$ cat src/rtl/c17_pipe_pkg.sv
// c17_pipe_pkg: shared widths, net bit positions, MISR constants
// and BIST state encoding for the pipelined c17 array.
package c17_pipe_pkg;

  localparam int IN_W  = 5;
  localparam int OUT_W = 3;

  localparam int N1_B = 0;
  localparam int N2_B = 1;
  localparam int N3_B = 2;
  localparam int N6_B = 3;
  localparam int N7_B = 4;

  localparam int N22_B = 0;
  localparam int N23_B = 1;
  localparam int N20_B = 2;

  localparam logic [15:0] MISR_POLY = 16'h1021;
  localparam logic [15:0] MISR_SEED = 16'hFFFF;

  typedef enum logic [2:0] {
    B_IDLE,
    B_FLUSH,
    B_RUN,
    B_DRAIN,
    B_DONE
  } bist_st_e;

  function automatic logic [15:0] misr_step(
    input logic [15:0]      s,
    input logic [OUT_W-1:0] f
  );
    return {s[14:0], 1'b0}
         ^ (s[15] ? MISR_POLY : 16'h0000)
         ^ {13'b0, f};
  endfunction

endpackage

$ cat src/rtl/c17_pipe_array_ch.sv
// c17_lvl_ch: one channel of c17 plus parity, one register
// stage per logic level, all stages gated by a common enable.
module c17_lvl_ch
  import c17_pipe_pkg::*;
(
  input  logic             clk,
  input  logic             rst,
  input  logic             en_i,
  input  logic [IN_W-1:0]  in_i,
  output logic [OUT_W-1:0] out_o
);

  logic n10_d, n11_d, n16_d, n19_d;
  logic n22_d, n23_d, par_d, n20_d;

  logic s1_n10_q, s1_n11_q, s1_n2_q, s1_n7_q;
  logic s2_n10_q, s2_n11_q, s2_n16_q, s2_n19_q;
  logic s3_n22_q, s3_n23_q, s3_par_q;
  logic s4_n20_q, s4_n22_q, s4_n23_q;

  assign n10_d = ~(in_i[N1_B] & in_i[N3_B]);
  assign n11_d = ~(in_i[N3_B] & in_i[N6_B]);
  assign n16_d = ~(s1_n2_q & s1_n11_q);
  assign n19_d = ~(s1_n11_q & s1_n7_q);
  assign n22_d = ~(s2_n10_q & s2_n16_q);
  assign n23_d = ~(s2_n16_q & s2_n19_q);
  // parity of the L1/L2 nets is folded early so S3 carries one bit
  assign par_d = s2_n10_q ^ s2_n11_q
               ^ s2_n16_q ^ s2_n19_q;
  assign n20_d = s3_par_q ^ s3_n23_q;

  always_ff @(posedge clk or posedge rst) begin
    if (rst) begin
      s1_n10_q <= 1'b0;
      s1_n11_q <= 1'b0;
      s1_n2_q  <= 1'b0;
      s1_n7_q  <= 1'b0;
      s2_n10_q <= 1'b0;
      s2_n11_q <= 1'b0;
      s2_n16_q <= 1'b0;
      s2_n19_q <= 1'b0;
      s3_n22_q <= 1'b0;
      s3_n23_q <= 1'b0;
      s3_par_q <= 1'b0;
      s4_n20_q <= 1'b0;
      s4_n22_q <= 1'b0;
      s4_n23_q <= 1'b0;
    end else if (en_i) begin
      s1_n10_q <= n10_d;
      s1_n11_q <= n11_d;
      s1_n2_q  <= in_i[N2_B];
      s1_n7_q  <= in_i[N7_B];
      s2_n10_q <= s1_n10_q;
      s2_n11_q <= s1_n11_q;
      s2_n16_q <= n16_d;
      s2_n19_q <= n19_d;
      s3_n22_q <= n22_d;
      s3_n23_q <= n23_d;
      s3_par_q <= par_d;
      s4_n20_q <= n20_d;
      s4_n22_q <= s3_n22_q;
      s4_n23_q <= s3_n23_q;
    end
  end

  always_comb begin
    out_o        = '0;
    out_o[N20_B] = s4_n20_q;
    out_o[N22_B] = s4_n22_q;
    out_o[N23_B] = s4_n23_q;
  end

endmodule

$ cat src/rtl/c17_pipe_array.sv
// c17_pipe_array: NCH-channel 4-stage c17 pipeline with valid/ready
// and transfer counter. Define C17_PIPE_BIST_EN for exhaustive self-test.
module c17_pipe_array
  import c17_pipe_pkg::*;
#(
  parameter int NCH   = 4,
  parameter int CNT_W = 16
) (
  input  logic                 clk,
  input  logic                 rst,
  input  logic                 in_valid,
  output logic                 in_ready,
  input  logic [IN_W*NCH-1:0]  in_data,
  output logic                 out_valid,
  input  logic                 out_ready,
  output logic [OUT_W*NCH-1:0] out_data,
  output logic [CNT_W-1:0]     out_cnt
`ifdef C17_PIPE_BIST_EN
  ,
  input  logic                 bist_start,
  output logic                 bist_busy,
  output logic                 bist_done,
  output logic [15:0]          bist_sig
`endif
);

  logic v1_q, v2_q, v3_q, v4_q;
  logic v1_d;
  logic advance;
  logic [CNT_W-1:0] cnt_q;

  logic [IN_W-1:0]  ch_in  [NCH];
  logic [OUT_W-1:0] ch_out [NCH];

`ifdef C17_PIPE_BIST_EN
  bist_st_e st_q;
  logic [4:0]  c_q;
  logic [15:0] sig_q;
  logic [OUT_W-1:0] fold;
  logic bist_run, bist_act, bist_blk;
  logic pipe_empty, last_out;

  assign bist_run = (st_q == B_RUN);
  assign bist_act = bist_run | (st_q == B_DRAIN);
  assign bist_blk = bist_act | (st_q == B_FLUSH);
  assign pipe_empty = ~(v1_q | v2_q | v3_q | v4_q);
  assign last_out = v4_q & ~(v1_q | v2_q | v3_q);

  // self-test owns the pipe: it never stalls and hides its results
  assign advance   = bist_act | ~v4_q | out_ready;
  assign in_ready  = advance & ~bist_blk;
  assign out_valid = v4_q & ~bist_act;
  assign v1_d      = bist_run | (in_valid & in_ready);

  always_comb begin
    fold = '0;
    for (int k = 0; k < NCH; k++) fold ^= ch_out[k];
  end

  always_ff @(posedge clk or posedge rst) begin
    if (rst) begin
      st_q  <= B_IDLE;
      c_q   <= '0;
      sig_q <= '0;
    end else begin
      case (st_q)
        B_IDLE:
          if (bist_start) st_q <= B_FLUSH;
        B_FLUSH:
          if (pipe_empty) begin
            st_q  <= B_RUN;
            c_q   <= '0;
            sig_q <= MISR_SEED;
          end
        B_RUN: begin
          c_q <= c_q + 5'd1;
          if (v4_q) sig_q <= misr_step(sig_q, fold);
          if (&c_q) st_q <= B_DRAIN;
        end
        B_DRAIN: begin
          if (v4_q) sig_q <= misr_step(sig_q, fold);
          if (last_out) st_q <= B_DONE;
        end
        B_DONE:
          st_q <= bist_start ? B_FLUSH : B_IDLE;
        default:
          st_q <= B_IDLE;
      endcase
    end
  end

  assign bist_busy = bist_blk;
  assign bist_done = (st_q == B_DONE);
  assign bist_sig  = sig_q;
`else
  assign advance   = ~v4_q | out_ready;
  assign in_ready  = advance;
  assign out_valid = v4_q;
  assign v1_d      = in_valid & in_ready;
`endif

  for (genvar k = 0; k < NCH; k++) begin : g_ch
`ifdef C17_PIPE_BIST_EN
    assign ch_in[k] = bist_run
                    ? (c_q ^ 5'(k))
                    : in_data[IN_W*k +: IN_W];
`else
    assign ch_in[k] = in_data[IN_W*k +: IN_W];
`endif

    c17_lvl_ch u_ch (
      .clk   (clk),
      .rst   (rst),
      .en_i  (advance),
      .in_i  (ch_in[k]),
      .out_o (ch_out[k])
    );

    assign out_data[OUT_W*k +: OUT_W] = ch_out[k];
  end

  always_ff @(posedge clk or posedge rst) begin
    if (rst) begin
      v1_q <= 1'b0;
      v2_q <= 1'b0;
      v3_q <= 1'b0;
      v4_q <= 1'b0;
    end else if (advance) begin
      v1_q <= v1_d;
      v2_q <= v1_q;
      v3_q <= v2_q;
      v4_q <= v3_q;
    end
  end

  always_ff @(posedge clk or posedge rst) begin
    if (rst) begin
      cnt_q <= '0;
    end else if (out_valid & out_ready) begin
      cnt_q <= cnt_q + 1'b1;
    end
  end

  assign out_cnt = cnt_q;

endmodule

$ cat config.mk
export PLATFORM = sky130hd
export DESIGN_NAME = c17_pipe_array
export DESIGN_NICKNAME = d
export VERILOG_FILES = /design/src/rtl/c17_pipe_pkg.sv /design/src/rtl/c17_pipe_array_ch.sv /design/src/rtl/c17_pipe_array.sv
export SDC_FILE = /design/constraint.sdc
export NUM_CORES = 1
export LEC_CHECK = 0
export CAP_MARGIN = 20
export CORE_MARGIN = 3
export CORE_UTILIZATION = 35
export DETAILED_ROUTE_END_ITERATION = 12
export PLACE_DENSITY_LB_ADDON = 0.08
export SLEW_MARGIN = 20
export SYNTH_ARGS = -nofsm -noshare
export SYNTH_HDL_FRONTEND = slang
export SYNTH_SLANG_ARGS = --single-unit
$ cat constraint.sdc
create_clock -name clk -period 3.8 [get_ports clk]
set_clock_uncertainty 0.05 [all_clocks]
set_input_delay 1.14 -clock clk [delete_from_list [all_inputs] [get_ports clk]]
set_output_delay 1.14 -clock clk [all_outputs]
set_load 0.01 [all_outputs]
==> metrics.yaml <==
status: "finished, final reports clean"
finalHoldViolations: 0
clockBufferDepth: 2
drtIter0Drc: 30
post_cts_buffers: 0
place_ws_ns: 0.290
ys_seq_area_frac: 0.612
cts-root-buf: "clkbuf_8"
synth_common_cells: "76 x dfrtp_1, 36 x nor2_1, 28 x mux2_2, 28 x xnor2_1, 24 x a31oi_1"
ys_ff_latch: 76
start_util: 0.369
r2r-start: "out_valid"
cts_num_sinks: 76
yosys_warnings: 0
yosysTopAreaCellShare: 0.612
area.growth.synth_to_final_pct: 25.2
rsz0062_at_grt: "no"
multi_input_area_um2: 1070
worstHoldPathCells: 1
relSlewSlack: 0.580
layout.nets: 323
post-route-min-period_ns: 3.50
routedWlPerCell_um: 12.7
cp_top_family: "buffers and inverters"
grt_usage: 0.114
ant_nets: 0
clk_pin_slew_worst_paths_ns: 0.08
grt_pass1_wl_mm: 8.98
end_kind: "primary output"
arrival_ns: 2.31
setup_violations: 0
dp_hpwl_mm: 3.36
cts_tree: "done"
finalMaxSlewViolations: 0
layout-drive-gt1-share: 0.175
r2r_end: "g_ch[1].u_ch.s4_n23_q"
postCtsHoldBufs: 0
seqCellArea_um2: 1900
holdPathEnd: "g_ch[3].u_ch.s2_n16_q"
drc: 0
ys_top_cells_by_area: "dfrtp_1 61%, mux2_2 10%, xnor2_1 7.9%, a31oi_1 4.8%, nor2_1 4.3%"
crit_slowest_cell: "clkdlybuf4s50_1"
final_cell_area_um2: 3890
clk_latency_ns: 0.34
coreArea_um2: 8420
p_per_area_nw_per_um2: 726
grt_pass1_vias: 1963
gp_congestion: 0.713
cp_max_fo: 2
worstPathRequired_ns: 2.61
period_share: 0.922
hold_path.startpoint: "g_ch[3].u_ch.s1_n2_q"
setup_ws_ns: 0.297
diodes: 0
fmax_mhz: 285
via_count: 1906
dieArea_um2: 10100
crit_type: "primary input to primary output"
die-width_um: 100
rows: 33
crit_chain: "clkdlybuf4s50_1, nand2b_4, clkdlybuf4s50_1"
vdd_drop_max_mv: 0.257
p_leak_nw: 1.56
grt_max_degree: 77
synth_top_cell_by_area: "dfrtp_1"
ctsHtreeMaxLevel: 3
synthArstFlopShare: 1.00
worst_pin_slew_ns: 0.629
synth-edff-count: 0
cts_resized: 0
reg2regPathDepth: 4
hold_path_class: "flop to flop"
cpMostUsedCell: "clkdlybuf4s50_1"
io_buffers: 53
postSynthCellCount: 252
crit_buf_inv: 2
netlist_area_um2: 3110
n_fill_cell: 838
dpl_cell_area_um2: 3690
cpPeakStageDelay_ns: 0.54
yosysMostFrequentCell: "dfrtp_1"
gr-total-overflow: 0
holdWs_ns: 0.403
synth_cell_type_count: 23
reg2reg_slack_ns: 1.72
grt_antenna_before_repair: 0
drt_pass1_iterations: 4
numCtsBuffers: 9
avgSynthCellArea_um2: 12.3
routed_wl_mm: 5.19
cp-start-kind: "primary input"
tns_ns: 0
synthFlopType: "dfrtp_1"
avgViaCountPerCell: 4.67
ios: 54
die_h_um: 100
synthesis.nets: 277
cap_violations: 0
-- cell type report --
class | instances | area share
timing repair buffer | 57 | 0.147
tap | 105 | 0.0338
sequential | 76 | 0.489
clock inverter | 4 | 0.0122
inverter | 2 | 0.00225
multi-input combinational | 152 | 0.276
clock buffer | 12 | 0.0399
-- worst register-to-register path: stages, from the launching register on --
cell and delay, ns:
dfrtp_1 0.47, nand2b_4 0.13, buf_4 0.31, buf_4 0.60, mux2_2 0.43
-- worst max-delay path by stage --
stage	slack, ns	end	cells past startpoint	startpoint
floorplan	0.67	g_ch[0].u_ch.s1_n10_q	1	rst
global route	0.26	in_ready	3	out_ready
global placement	0.28	in_ready	3	out_ready
finish	0.30	in_ready	3	out_ready
detailed placement	0.29	in_ready	3	out_ready
CTS	0.27	in_ready	3	out_ready
-- state kept, by name, summed over array words and instances (netlist names), 4 cells and up --
name                count
g_ch.u_ch.s2_n11_q      4
g_ch.u_ch.s2_n16_q      4
g_ch.u_ch.s4_n20_q      4
g_ch.u_ch.s1_n11_q      4
g_ch.u_ch.s1_n7_q       4
out_cnt                16
g_ch.u_ch.s4_n22_q      4
g_ch.u_ch.s3_par_q      4
g_ch.u_ch.s2_n19_q      4
g_ch.u_ch.s3_n22_q      4
g_ch.u_ch.s1_n10_q      4
g_ch.u_ch.s4_n23_q      4
g_ch.u_ch.s2_n10_q      4
g_ch.u_ch.s1_n2_q       4
g_ch.u_ch.s3_n23_q      4
-- layer usage --
layer | track usage | share of wire
met1 | 0.136 | 0.47
met2 | 0.184 | 0.47
met3 | 0.0473 | 0.054
met4 | 0.0435 | 0.0069
met5 | 0 | 0
-- power breakdown --
group	internal [mW]	leakage (nW)	total, mW	switching [mW]
Sequential	1.10	0.865	1.32	0.220
Combinational	0.538	0.597	0.893	0.356
Clock	0.337	0.102	0.618	0.280
Total	1.97	1.56	2.83	0.856
-- stage by stage --
| stage | total power, mW | utilization | instances |
|---|---|---|---|
| after global placement | 2.23 | 0.438 | 392 |
| final | 2.83 | 0.462 | 408 |
| after CTS | 2.88 | 0.462 | 408 |
| after floorplan | 1.98 | - | 252 |
| after detailed placement | 2.25 | 0.438 | 392 |
| after global routing | 3.04 | 0.462 | 408 |
-- layout by cell type (no fill, tap or decap) --
cell type / synthesis / routed
nand4_1: 3 / 3
and4_1: 1 / 1
nand2b_1: 2 / 1
or4_4: 1 / 1
buf_12: 0 / 1
mux2_2: 28 / 28
clkbuf_8: 0 / 11
dfrtp_1: 76 / 76
or2_2: 1 / 1
inv_1: 2 / 1
clkinv_2: 0 / 3
a21oi_1: 8 / 8
nor2_2: 1 / 1
nor4_1: 1 / 1
nand4_2: 1 / 1
xor2_1: 3 / 3
bufinv_16: 0 / 1
nand2b_4: 0 / 1
clkinvlp_4: 0 / 1
nand3_1: 5 / 5
and3_1: 2 / 2
clkbuf_1: 0 / 1
xnor2_1: 28 / 28
nand2_1: 6 / 6
a31oi_1: 24 / 24
nor2_1: 36 / 36
buf_4: 12 / 3
clkdlybuf4s50_1: 0 / 53
ha_1: 1 / 1
-- cells by family after synthesis --
group                      Yosys count  synth area share
buffers and inverters               24            0.0451
and+or+nand+nor                     60            0.0893
muxes                               28             0.101
DFF                                 76             0.612
adders and majority gates            1           0.00402
AOI/OAI and AO/OA                   32            0.0612
xor gates and xnor gates            31            0.0873
Power figures use the tool's default switching activity.
